==> config.mk <==
export PLATFORM = sky130hd
export DESIGN_NAME = cbt_rx_lane_aligner_flat
export DESIGN_NICKNAME = d
export VERILOG_FILES = /design/src/rtl/cbt_align_pkg.sv /design/src/rtl/cbt_rx_lane_aligner_if.sv /design/src/rtl/cbt_tap_window.sv /design/src/rtl/cbt_rx_lane_aligner.sv /design/src/flat_wrapper.sv
export SDC_FILE = /design/constraint.sdc
export NUM_CORES = 1
export LEC_CHECK = 0
export ABC_AREA = 1
export BUFFER_PORTS_ARGS = -buffer_cell sky130_fd_sc_hd__buf_2
export CORE_MARGIN = 10
export CORE_UTILIZATION = 57
export DETAILED_ROUTE_END_ITERATION = 12
export PLACE_DENSITY = 0.84
export REMOVE_ABC_BUFFERS = 1
export SYNTH_ARGS = -nofsm -noshare
export SYNTH_HDL_FRONTEND = slang
export SYNTH_SLANG_ARGS = --single-unit
==> constraint.sdc <==
create_clock -name clkDivIn -period 2.4 [get_ports clkDivIn]
set_input_delay 0.12 -clock clkDivIn [delete_from_list [all_inputs] [get_ports clkDivIn]]
set_output_delay 0.12 -clock clkDivIn [all_outputs]
set_load 0.02 [all_outputs]
==> src/rtl/cbt_align_pkg.sv <==
// Shared constants, FSM state encoding and idle-pattern helper for the CBT receive lane aligner.
package cbt_align_pkg;

    localparam int kDevW        = 8;
    localparam logic [kDevW-1:0] kPattern = 8'b1111_0000;
    localparam int kInitWait    = 64;
    localparam int kSettle      = 16;
    localparam int kCheckCycles = 256;
    localparam int kMinWindow   = 4;

    localparam int kTapNum = 32;
    localparam int kTapW   = $clog2(kTapNum);
    localparam int kLenW   = $clog2(kTapNum + 1);
    localparam int kSlipW  = $clog2(kDevW);

    // One counter serves init wait, settle and check; sized for the longest of the three.
    localparam int kCntMax = (kCheckCycles > kInitWait)
                           ? ((kCheckCycles > kSettle) ? kCheckCycles : kSettle)
                           : ((kInitWait > kSettle) ? kInitWait : kSettle);
    localparam int kCntW   = $clog2(kCntMax);

    typedef enum logic [3:0] {
        S_WAIT,
        S_LOAD,
        S_SETTLE,
        S_CHECK,
        S_NEXT,
        S_CALC,
        S_LOAD_BEST,
        S_SLIP_SETTLE,
        S_SLIP_CHECK,
        S_SLIP,
        S_DONE,
        S_ERROR
    } state_t;

    function automatic logic is_pattern_rotation(input logic [kDevW-1:0] word);
        logic [kDevW-1:0] rot;
        logic             hit;
        rot = kPattern;
        hit = 1'b0;
        for (int i = 0; i < kDevW; i++) begin
            if (word == rot) hit = 1'b1;
            rot = {rot[kDevW-2:0], rot[kDevW-1]};
        end
        return hit;
    endfunction

endpackage

==> src/rtl/cbt_rx_lane_aligner_if.sv <==
// Lane control and link status bundle of the aligner; debug taps present only with CBT_ALIGN_DEBUG_EN.
interface cbt_rx_lane_aligner_if;
    import cbt_align_pkg::*;

    logic                 restart;
    logic [kDevW-1:0]     dInFromLane;
    logic [kTapW-1:0]     tapIn;
    logic                 rstIDelay;
    logic                 enVtc;
    logic                 bitslip;
    logic                 initDone;
    logic                 initError;
    logic [kTapW-1:0]     bestTap;
`ifdef CBT_ALIGN_DEBUG_EN
    logic [kTapNum-1:0]   passMap;
    logic [kLenW-1:0]     windowLen;

    modport master (input restart, dInFromLane,
                    output tapIn, rstIDelay, enVtc, bitslip, initDone, initError, bestTap,
                    output passMap, windowLen);
    modport slave  (output restart, dInFromLane,
                    input tapIn, rstIDelay, enVtc, bitslip, initDone, initError, bestTap,
                    input passMap, windowLen);
`else
    modport master (input restart, dInFromLane,
                    output tapIn, rstIDelay, enVtc, bitslip, initDone, initError, bestTap);
    modport slave  (output restart, dInFromLane,
                    input tapIn, rstIDelay, enVtc, bitslip, initDone, initError, bestTap);
`endif

endinterface

==> src/rtl/cbt_tap_window.sv <==
// Serial longest-run finder over the tap pass map: one bit per cycle, valid pulses after the last tap.
module cbt_tap_window
    import cbt_align_pkg::*;
(
    input  logic               clk,
    input  logic               rst_n,
    input  logic               start,
    input  logic [kTapNum-1:0] pass_map,
    output logic               valid,
    output logic [kTapW-1:0]   centre,
    output logic [kLenW-1:0]   len
);

    logic               busy;
    logic [kTapW-1:0]   idx;
    logic [kLenW-1:0]   run_len;
    logic [kTapW-1:0]   run_start;
    logic [kLenW-1:0]   best_len;
    logic [kTapW-1:0]   best_start;
    logic [kLenW-1:0]   ext_len;
    logic [kTapW-1:0]   ext_start;
    logic [kLenW-1:0]   half;

    always_comb begin
        ext_len   = run_len + 1'b1;
        ext_start = (run_len == '0) ? idx : run_start;
        half      = (best_len == '0) ? '0 : ((best_len - 1'b1) >> 1);
    end

    // Strictly-greater update keeps the earliest run on equal lengths.
    always_ff @(posedge clk or negedge rst_n) begin
        if (!rst_n) begin
            busy       <= 1'b0;
            valid      <= 1'b0;
            idx        <= '0;
            run_len    <= '0;
            run_start  <= '0;
            best_len   <= '0;
            best_start <= '0;
        end else begin
            valid <= 1'b0;
            if (start) begin
                busy       <= 1'b1;
                idx        <= '0;
                run_len    <= '0;
                run_start  <= '0;
                best_len   <= '0;
                best_start <= '0;
            end else if (busy) begin
                if (pass_map[idx]) begin
                    run_len   <= ext_len;
                    run_start <= ext_start;
                    if (ext_len > best_len) begin
                        best_len   <= ext_len;
                        best_start <= ext_start;
                    end
                end else begin
                    run_len <= '0;
                end
                if (idx == kTapW'(kTapNum - 1)) begin
                    busy  <= 1'b0;
                    valid <= 1'b1;
                end else begin
                    idx <= idx + 1'b1;
                end
            end
        end
    end

    assign len    = best_len;
    assign centre = best_start + half[kTapW-1:0];

endmodule

==> src/rtl/cbt_rx_lane_aligner.sv <==
// Tap scan, eye centring and bitslip word alignment for the CDCM 8:1 receive lane.
// Optional debug outputs (passMap, windowLen) are enabled with CBT_ALIGN_DEBUG_EN.
module cbt_rx_lane_aligner
    import cbt_align_pkg::*;
(
    input  logic                          clkDivIn,
    input  logic                          ioResetN,
    cbt_rx_lane_aligner_if.master         align
);

    state_t              state, state_d;
    logic [kCntW-1:0]    cnt, cnt_d;
    logic [kTapW-1:0]    tap, tap_d;
    logic [kTapW-1:0]    best, best_d;
    logic [kSlipW-1:0]   slip_cnt, slip_cnt_d;
    logic [kDevW-1:0]    ref_word, ref_word_d;
    logic                tap_pass, tap_pass_d;
    logic [kTapNum-1:0]  pass_map, pass_map_d;

    logic                win_start;
    logic                win_valid;
    logic [kTapW-1:0]    win_centre;
    logic [kLenW-1:0]    win_len;

    cbt_tap_window u_window (
        .clk      (clkDivIn),
        .rst_n    (ioResetN),
        .start    (win_start),
        .pass_map (pass_map),
        .valid    (win_valid),
        .centre   (win_centre),
        .len      (win_len)
    );

    // NOTE: clocked state uses non-blocking assignments so every register sees pre-edge values.
    // NOTE: pass_map is a flop vector rather than RAM, so it can take the asynchronous reset.
    always_ff @(posedge clkDivIn or negedge ioResetN) begin
        if (!ioResetN) begin
            state    <= S_WAIT;
            cnt      <= '0;
            tap      <= '0;
            best     <= '0;
            slip_cnt <= '0;
            ref_word <= '0;
            tap_pass <= 1'b0;
            pass_map <= '0;
        end else begin
            state    <= state_d;
            cnt      <= cnt_d;
            tap      <= tap_d;
            best     <= best_d;
            slip_cnt <= slip_cnt_d;
            ref_word <= ref_word_d;
            tap_pass <= tap_pass_d;
            pass_map <= pass_map_d;
        end
    end

    // NOTE: every signal written here gets a default first, so no path can infer a latch.
    always_comb begin
        state_d    = state;
        cnt_d      = cnt;
        tap_d      = tap;
        best_d     = best;
        slip_cnt_d = slip_cnt;
        ref_word_d = ref_word;
        tap_pass_d = tap_pass;
        pass_map_d = pass_map;
        win_start  = 1'b0;

        unique case (state)
            S_WAIT: begin
                if (cnt == kCntW'(kInitWait - 1)) begin
                    state_d = S_LOAD;
                    cnt_d   = '0;
                    tap_d   = '0;
                end else begin
                    cnt_d = cnt + 1'b1;
                end
            end
            S_LOAD: begin
                state_d = S_SETTLE;
                cnt_d   = '0;
            end
            S_SETTLE, S_SLIP_SETTLE: begin
                if (cnt == kCntW'(kSettle - 1)) begin
                    state_d = (state == S_SETTLE) ? S_CHECK : S_SLIP_CHECK;
                    cnt_d   = '0;
                end else begin
                    cnt_d = cnt + 1'b1;
                end
            end
            S_CHECK: begin
                cnt_d = cnt + 1'b1;
                if (cnt == '0) begin
                    ref_word_d = align.dInFromLane;
                    if (!is_pattern_rotation(align.dInFromLane)) begin
                        tap_pass_d = 1'b0;
                        state_d    = S_NEXT;
                        cnt_d      = '0;
                    end
                end else if (align.dInFromLane != ref_word) begin
                    tap_pass_d = 1'b0;
                    state_d    = S_NEXT;
                    cnt_d      = '0;
                end else if (cnt == kCntW'(kCheckCycles - 1)) begin
                    tap_pass_d = 1'b1;
                    state_d    = S_NEXT;
                    cnt_d      = '0;
                end
            end
            S_NEXT: begin
                pass_map_d[tap] = tap_pass;
                if (tap == kTapW'(kTapNum - 1)) begin
                    state_d   = S_CALC;
                    win_start = 1'b1;
                end else begin
                    tap_d   = tap + 1'b1;
                    state_d = S_LOAD;
                end
            end
            S_CALC: begin
                if (win_valid) begin
                    if (win_len >= kLenW'(kMinWindow)) begin
                        state_d    = S_LOAD_BEST;
                        tap_d      = win_centre;
                        best_d     = win_centre;
                        slip_cnt_d = '0;
                    end else begin
                        state_d = S_ERROR;
                    end
                end
            end
            S_LOAD_BEST: begin
                state_d = S_SLIP_SETTLE;
                cnt_d   = '0;
            end
            S_SLIP_CHECK: begin
                if (align.dInFromLane == kPattern) begin
                    state_d = S_DONE;
                end else if (slip_cnt == kSlipW'(kDevW - 1)) begin
                    state_d = S_ERROR;
                end else begin
                    state_d = S_SLIP;
                end
            end
            S_SLIP: begin
                slip_cnt_d = slip_cnt + 1'b1;
                state_d    = S_SLIP_SETTLE;
                cnt_d      = '0;
            end
            S_DONE, S_ERROR: begin
                if (align.restart) begin
                    state_d    = S_WAIT;
                    cnt_d      = '0;
                    slip_cnt_d = '0;
                    tap_pass_d = 1'b0;
                    pass_map_d = '0;
                end
            end
            default: state_d = S_WAIT;
        endcase
    end

    // Strobes and flags decode straight from state, so reset forces them to idle at once.
    assign align.tapIn     = tap;
    assign align.bestTap   = best;
    assign align.rstIDelay = (state == S_LOAD) || (state == S_LOAD_BEST);
    assign align.bitslip   = (state == S_SLIP);
    assign align.enVtc     = state inside {S_WAIT, S_DONE, S_ERROR};
    assign align.initDone  = (state == S_DONE);
    assign align.initError = (state == S_ERROR);
`ifdef CBT_ALIGN_DEBUG_EN
    assign align.passMap   = pass_map;
    assign align.windowLen = win_len;
`endif

endmodule

==> src/flat_wrapper.sv <==
// flat-port wrapper written by rule: the top's interface ports become plain ports
module cbt_rx_lane_aligner_flat import cbt_align_pkg::*;
  (clkDivIn, ioResetN, align_restart, align_dInFromLane, align_tapIn, align_rstIDelay, align_enVtc, align_bitslip, align_initDone, align_initError, align_bestTap);
  cbt_rx_lane_aligner_if align_i ();
  input  logic clkDivIn;
  input  logic ioResetN;
  input wire logic [$bits(align_i.restart)-1:0] align_restart;
  input wire logic [$bits(align_i.dInFromLane)-1:0] align_dInFromLane;
  output wire logic [$bits(align_i.tapIn)-1:0] align_tapIn;
  output wire logic [$bits(align_i.rstIDelay)-1:0] align_rstIDelay;
  output wire logic [$bits(align_i.enVtc)-1:0] align_enVtc;
  output wire logic [$bits(align_i.bitslip)-1:0] align_bitslip;
  output wire logic [$bits(align_i.initDone)-1:0] align_initDone;
  output wire logic [$bits(align_i.initError)-1:0] align_initError;
  output wire logic [$bits(align_i.bestTap)-1:0] align_bestTap;
  assign align_i.restart = align_restart;
  assign align_i.dInFromLane = align_dInFromLane;
  assign align_tapIn = align_i.tapIn;
  assign align_rstIDelay = align_i.rstIDelay;
  assign align_enVtc = align_i.enVtc;
  assign align_bitslip = align_i.bitslip;
  assign align_initDone = align_i.initDone;
  assign align_initError = align_i.initError;
  assign align_bestTap = align_i.bestTap;
  cbt_rx_lane_aligner u_core (.clkDivIn(clkDivIn), .ioResetN(ioResetN), .align(align_i));
endmodule
# == After elaboration in Yosys (flattened, before gate mapping) ==
# Index checks and enable logic that the tools add are counted.
# W data, S select, Z words.
# classes
n_reduce_logical,30
n_mux,81
addsub,7
n_eq_ne,35
n_lt_le_gt_ge,5
# op_table
cell,count
$mux W5,16
$pmux W32 S2,1
$mux W8,7
$mux W4,11
$mux W6,7
$eq A8 B8 Y1 const B,5
$pmux W8 S5,1
$pmux W4 S9,1
$bwmux W32,1
$mux W32,1
$mux W1,25
$eq A4 B3 Y1 const B,4
$eq A4 B4 Y1 const B,4
$eq A8 B4 Y1 const B,2
$eq A8 B6 Y1 const B,2
$pmux W5 S3,1
$logic_not A6 Y1,2
$lt A5 B6 Y1 const B,2
$mux W3,4
$add A5 B1 Y5 const B,2
$eq A5 B5 Y1 const B,2
$reduce_and A2 Y1,5
$reduce_bool A2 Y1,5
$pmux W3 S3,1
other kinds (34),46
# word_totals
wordCells,173
input_bits,11
output_inout_bits,15
regBits,95

# == Logic depth before layout (Yosys ltp) ==
# depth
depth_word,14
mapped_depth,16
depth_no_buf,16

# == Cells and area by module ==
# A second synthesis with hierarchy kept.
# hier_totals
hier_cells,828
hier_area_um2,6134.6
# modules_own_cells
module,n_inst,cells_each,area_per_inst_um2,seq_area_each_um2
cbt_rx_lane_aligner,1,525,3915.0,1651.6
cbt_tap_window,1,303,2219.6,725.7

# == Worst setup path after synthesis ==
# No wires, ideal clock.
# synth_timing
kind,reg-to-reg
startpoint,"reg u_core.u_window.best_len[3], in the netlist u_core.u_window.len[3]"
endpoint,"reg u_core.tap[4], in the netlist u_core.align.tapIn[4]"
setup_slack_ns,-0.016
path_stages_with_launch,16
required_ns,2.327
path_buffers,0
arrival_ns,2.343
path_cell_list,dfrtp_1 -> inv_1 -> nand2_1 -> nor3_1 -> nand2_1 -> inv_1 -> or2_2 -> inv_1 -> ha_1 -> fa_1 -> nand3_1 -> nand2_1 -> xnor2_1 -> xor2_1 -> nand2_1 -> a21boi_2
# synth_between
elab_chain_len,6
elab_cells_between_ends,10
cone_classes,add/sub (2); order compare (1); eq/ne (1); mux (4); reduce/logical (2)
# synth_rtl
item,line_no,source
from (decl),cbt_tap_window.sv:18,logic [kLenW-1:0] best_len;
from (signal assigned),cbt_tap_window.sv:54,best_len <= ext_len;
$sub A6 B1 Y6 or $logic_not A6 Y1 (tied branches),cbt_tap_window.sv:27,half = (best_len == '0) ? '0 : ((best_len - 1'b1) >> 1);
$mux W5,cbt_tap_window.sv:27,
$add A5 B5 Y5,cbt_tap_window.sv:71,assign centre = best_start + half[kTapW-1:0];
$mux W5,cbt_rx_lane_aligner.sv:124,if (win_len >= kLenW'(kMinWindow)) begin
$mux W5,cbt_rx_lane_aligner.sv:123,if (win_valid) begin
$pmux W5 S3,cbt_rx_lane_aligner.sv:71,unique case (state)
to (signal assigned),cbt_rx_lane_aligner.sv:50,tap <= tap_d;
to (decl),cbt_rx_lane_aligner.sv:13,"logic [kTapW-1:0] tap, tap_d;"
# Parallel ways exist; a longest one is shown, timed or not. The select of a mux whose other input is x is not followed.
# A chain may end at the register's enable or synchronous reset.

# == Worst setup path in the final report ==
# layout_timing
startpoint,reg u_core.u_window.run_len[0]
endpoint,"reg u_core.u_window.best_len[5], in the netlist u_core.u_window.len[5]"
# layout_between
elab_chain_len,5
elab_cells_between_ends,8
cone_classes,add/sub (1); order compare (1); mux (4); reduce/logical (2)
# layout_rtl
item,line_no,source
from (decl),cbt_tap_window.sv:16,logic [kLenW-1:0] run_len;
from (signal assigned),cbt_tap_window.sv:51,run_len <= ext_len;
$add A6 B1 Y6 *,cbt_tap_window.sv:25,ext_len = run_len + 1'b1;
branches (longest 4 deep; another with $gt A6 B6 Y1),-,
# Mark *: on every way between the ends. The select of a mux whose other input is x is not followed.

==> summary.md <==
| Metric | Value |
|---|---|
| CP startpoint kind | flip-flop |
| Pins Over Slew Limit | 0 |
| Most frequent cells in the layout | nand2_1, dfrtp_1, inv_1, nand3_1, o21ai_0 |
| Yosys warns | 0 |
| WS Path Type | reg2reg |
| Layout cells sized above 1 | 0.155 |
| Max-Slew Margin vs Limit | 0.619 |
| Htree depth | 3 |
| Area Overhead vs Synth | 11.7% |
| Hold_sp | align_dInFromLane[0] |
| DRT iter0 DRCs | about 600 |
| Clock Latency Late Sink | 0.39 ns |
| Unique masters post-synth | between 40 and 50 |
| Top_reg_cell synth | dfrtp_1 |
| Area leader, netlist | dfrtp_1 |
| DRC Markers | 0 |
| CTS tree | done |
| Fin crit period | around 2.3 ns |
| Crit path DAT | roughly 2.6 ns |
| Routed vias | 5752 |
| Pin count of the biggest net entering global routing | a little under 50 |
| Vias in the first global route | roughly 5300 |
| Pwr per Cell Area | between 700 and 800 nW/um2 |
| Ranking of synthesized cells by area | dfrtp_1, nand2_1, nand3_1, inv_1, o21ai_0 |
| Clock Path Buffers | 2 |
| FMAX | between 400 and 500 MHz |
| Peak VDD IR | 0.702 mV |
| Chip Width | between 100 and 150 um |
| Top cell type's share of synthesized area | 0.380 |
| Starting Density | 0.579 |
| Worst-path maximum fanout | 5 |
| Routed wire length | 15600 um |
| Buf/Inv on CP | 3 |
| Most common cell after layout, fill and taps aside | nand2_1 |
| Crit-path max cell delay | ~0.43 ns |
| Worst EP required | 2.69 ns |
| Row count | 38 |
| Vias/cell | 5.57 |
| Final-report hold violation count | 0 |
| Fraction of registers with async set/reset | 1.00 |
| Crit path cell chain | ha_2 -> nand3_1 -> xor2_1 -> inv_1 -> ha_1 -> nand2_2 -> nor2_2 -> o21ai_1 -> nand3_1 -> o31ai_4 -> inv_2 -> nand3_4 -> buf_4 -> nand3_1 -> nand2_1 |
| Setup TNS | 0 ns |
| Global-route wire length before repair | around 25000 um |
| Die H | between 100 and 150 um |
| Worst-path clk slew | around 0.1 ns |
| TritonCTS buffer count | 9 |
| Max_cap viols | 0 |
| Synthesized flop and latch total | between 90 and 100 |
| Detailed placement HPWL | about 11000 um |
| Hold Path Class | in2reg |
| Post-DRT Antenna Nets | 0 |
| I/O Buffers | 25 |
| Tightest Pin Transition | approximately 0.57 ns |
| LEAKAGE | between 3 and 4 nW |
| Final #Nets | between 900 and 1000 |
| Antenna violations before repair | 0 |
| CP max-delay cell | dfrtp_1 |
| Antenna fix cells | 0 |
| Worst reg2reg startpoint | u_core.u_window.run_len[0] |
| Fillcell total | 899 |
| Total grt overflow | 0 |
| Syn Inst Count | approximately 850 |
| Power Total | 0.00558 W |
| EDFF count, synth | 0 |
| CTS Sinks | 95 |
| Synth Cell Area | between 6000 and 7000 um2 |
| Worst Skew | approximately 0.016 ns |
| Fin crit share | 0.973 |
| Routability cong. | 0.888 |
| Status | finished clean |
| # IOs | 26 |
| Core area | between 10000 and 15000 um2 |
| All-Layer GR Usage | 0.191 |
| Family with the most delay on the worst path | simple AND/OR/NAND/NOR gates |
| Seq/Total Area, Yosys | 0.380 |
| CP endpoint kind | flip-flop |
| Drt pass-1 iters | 6 |
| CTS root buf | clkbuf_8 |
| WL per Instance | between 15 and 20 um |
| Critical path origin | u_core.u_window.run_len[0] |
| Syn Area/Cell | 7.37 um2 |
| DIE AREA | between 15000 and 20000 um2 |
| CP most frequent cell | nand3_1 |
| Final setup fails | 0 |
[kinds of logic (layout without fill, tap and decap cells)]
family | after synthesis | count (layout) | share of synthesized area
AO/OA/AOI/OAI | 143 | 143 | 0.138
XOR/XNOR | 18 | 18 | 0.0252
adder cells (fa/ha/maj) | 26 | 26 | 0.0533
buffers and inverters | 128 | 172 | 0.0873
flip-flops | 95 | 95 | 0.380
multiplexers | 1 | 1 | 0.00180
AND/OR/NAND/NOR | 437 | 437 | 0.315
[state kept, by name (all words and copies together) (netlist names)]
| name | count |
|---|---|
| u_core.align.tapIn | 5 |
| u_core.slip_cnt | 3 |
| u_core.align.bestTap | 5 |
| u_core.ref_word | 8 |
| u_core.cnt | 8 |
| u_core.u_window.valid | 1 |
| u_core.tap_pass | 1 |
| u_core.pass_map | 32 |
| u_core.u_window.run_len | 6 |
| u_core.u_window.best_start | 5 |
| u_core.u_window.len | 6 |
| u_core.u_window.busy | 1 |
| u_core.u_window.idx | 5 |
| u_core.state | 4 |
| u_core.u_window.run_start | 5 |
[metal layers]
metal  GRT usage  vias up  routed length [um]
met1       0.256     2664                7030
met3      0.0404       33                 991
met5           0        -                   0
met2       0.295      212                7240
met4      0.0727        0                 327
li1            -     2843                   -
[synthesized netlist by cell type (all sizes together), types with 2 or more instances]
master  instances
a21oi          24
buf            17
clkbuf          8
clkinv          2
dfrtp          95
ha             25
inv           101
nand2         267
nand3          77
nand3b          2
nand4           8
nor2           69
nor3            9
o21ai          77
o22ai           3
o31ai          35
or2             3
xnor2           2
xor2           16
[worst reg2reg max path: stages (launching register included)]
cell     delay [ns]
dfrtp_1        0.43
ha_2           0.22
nand3_1        0.10
xor2_1         0.19
inv_1          0.07
ha_1           0.29
nand2_2        0.07
nor2_2         0.11
o21ai_1        0.09
nand3_1        0.13
o31ai_4        0.10
inv_2          0.07
nand3_4        0.11
buf_4          0.18
nand3_1        0.06
nand2_1        0.05
[where the power goes]
group	internal, W	total, W	switching, W	leakage (nW)
clock	0.000648	0.00125	0.000597	0.117
sequential	0.00196	0.00226	0.000295	1.15
combinational	0.000714	0.00208	0.00137	2.38
total	0.00332	0.00558	0.00226	3.64
[repair_timing]
| action | in CTS | in global routing |
|---|---|---|
| resized for setup | 5 | 29 |
| endpoints found under the hold margin | 86 | 0 |
| setup endpoints to repair | 1 | 17 |
| pin swaps | 5 | 10 |
| buffers inserted | 2 | 3 |
| gates cloned | 0 | 1 |
| hold buffers | 1 | 0 |
[area by class of cell]
cell class	instances	area, um2	share of cell area
inverter	103	398	0.0570
sequential	95	2380	0.341
clock buffer	12	155	0.0222
multi-input combinational	625	3440	0.493
tap	140	175	0.0251
clock inverter	4	77.6	0.0111
timing repair buffer	53	357	0.0511
[stage by stage]
| stage | instance area [um2] | std cells | utilization | worst slack (ns) | hold slack, ns |
|---|---|---|---|---|---|
| floorplan | 6100 | 823 | - | -0.0155 | -0.176 |
| global placement | 6570 | 1009 | 0.609 | 0.0349 | -0.00744 |
| detailed placement | 6570 | 1009 | 0.609 | -0.0611 | -0.00609 |
| CTS | 6840 | 1028 | 0.634 | 0.000807 | 0.0154 |
| global route | 6980 | 1032 | 0.647 | -0.0639 | 0.0342 |
| finish | 6980 | 1032 | 0.647 | 0.0642 | 0.0293 |
[final timing paths]
check,endpoint,slack (ns),cells past startpoint
max,u_core.u_window.len[5],0.06,15
min,u_core.ref_word[0],0.03,2
max reg2reg,u_core.u_window.len[5],0.06,15
min reg2reg,u_core.align.bestTap[3],0.48,2
max in group asynchronous,u_core.u_window.run_len[1],1.54,3
min in group asynchronous,u_core.state[3],0.12,2
Power figures use the tool's default switching activity.
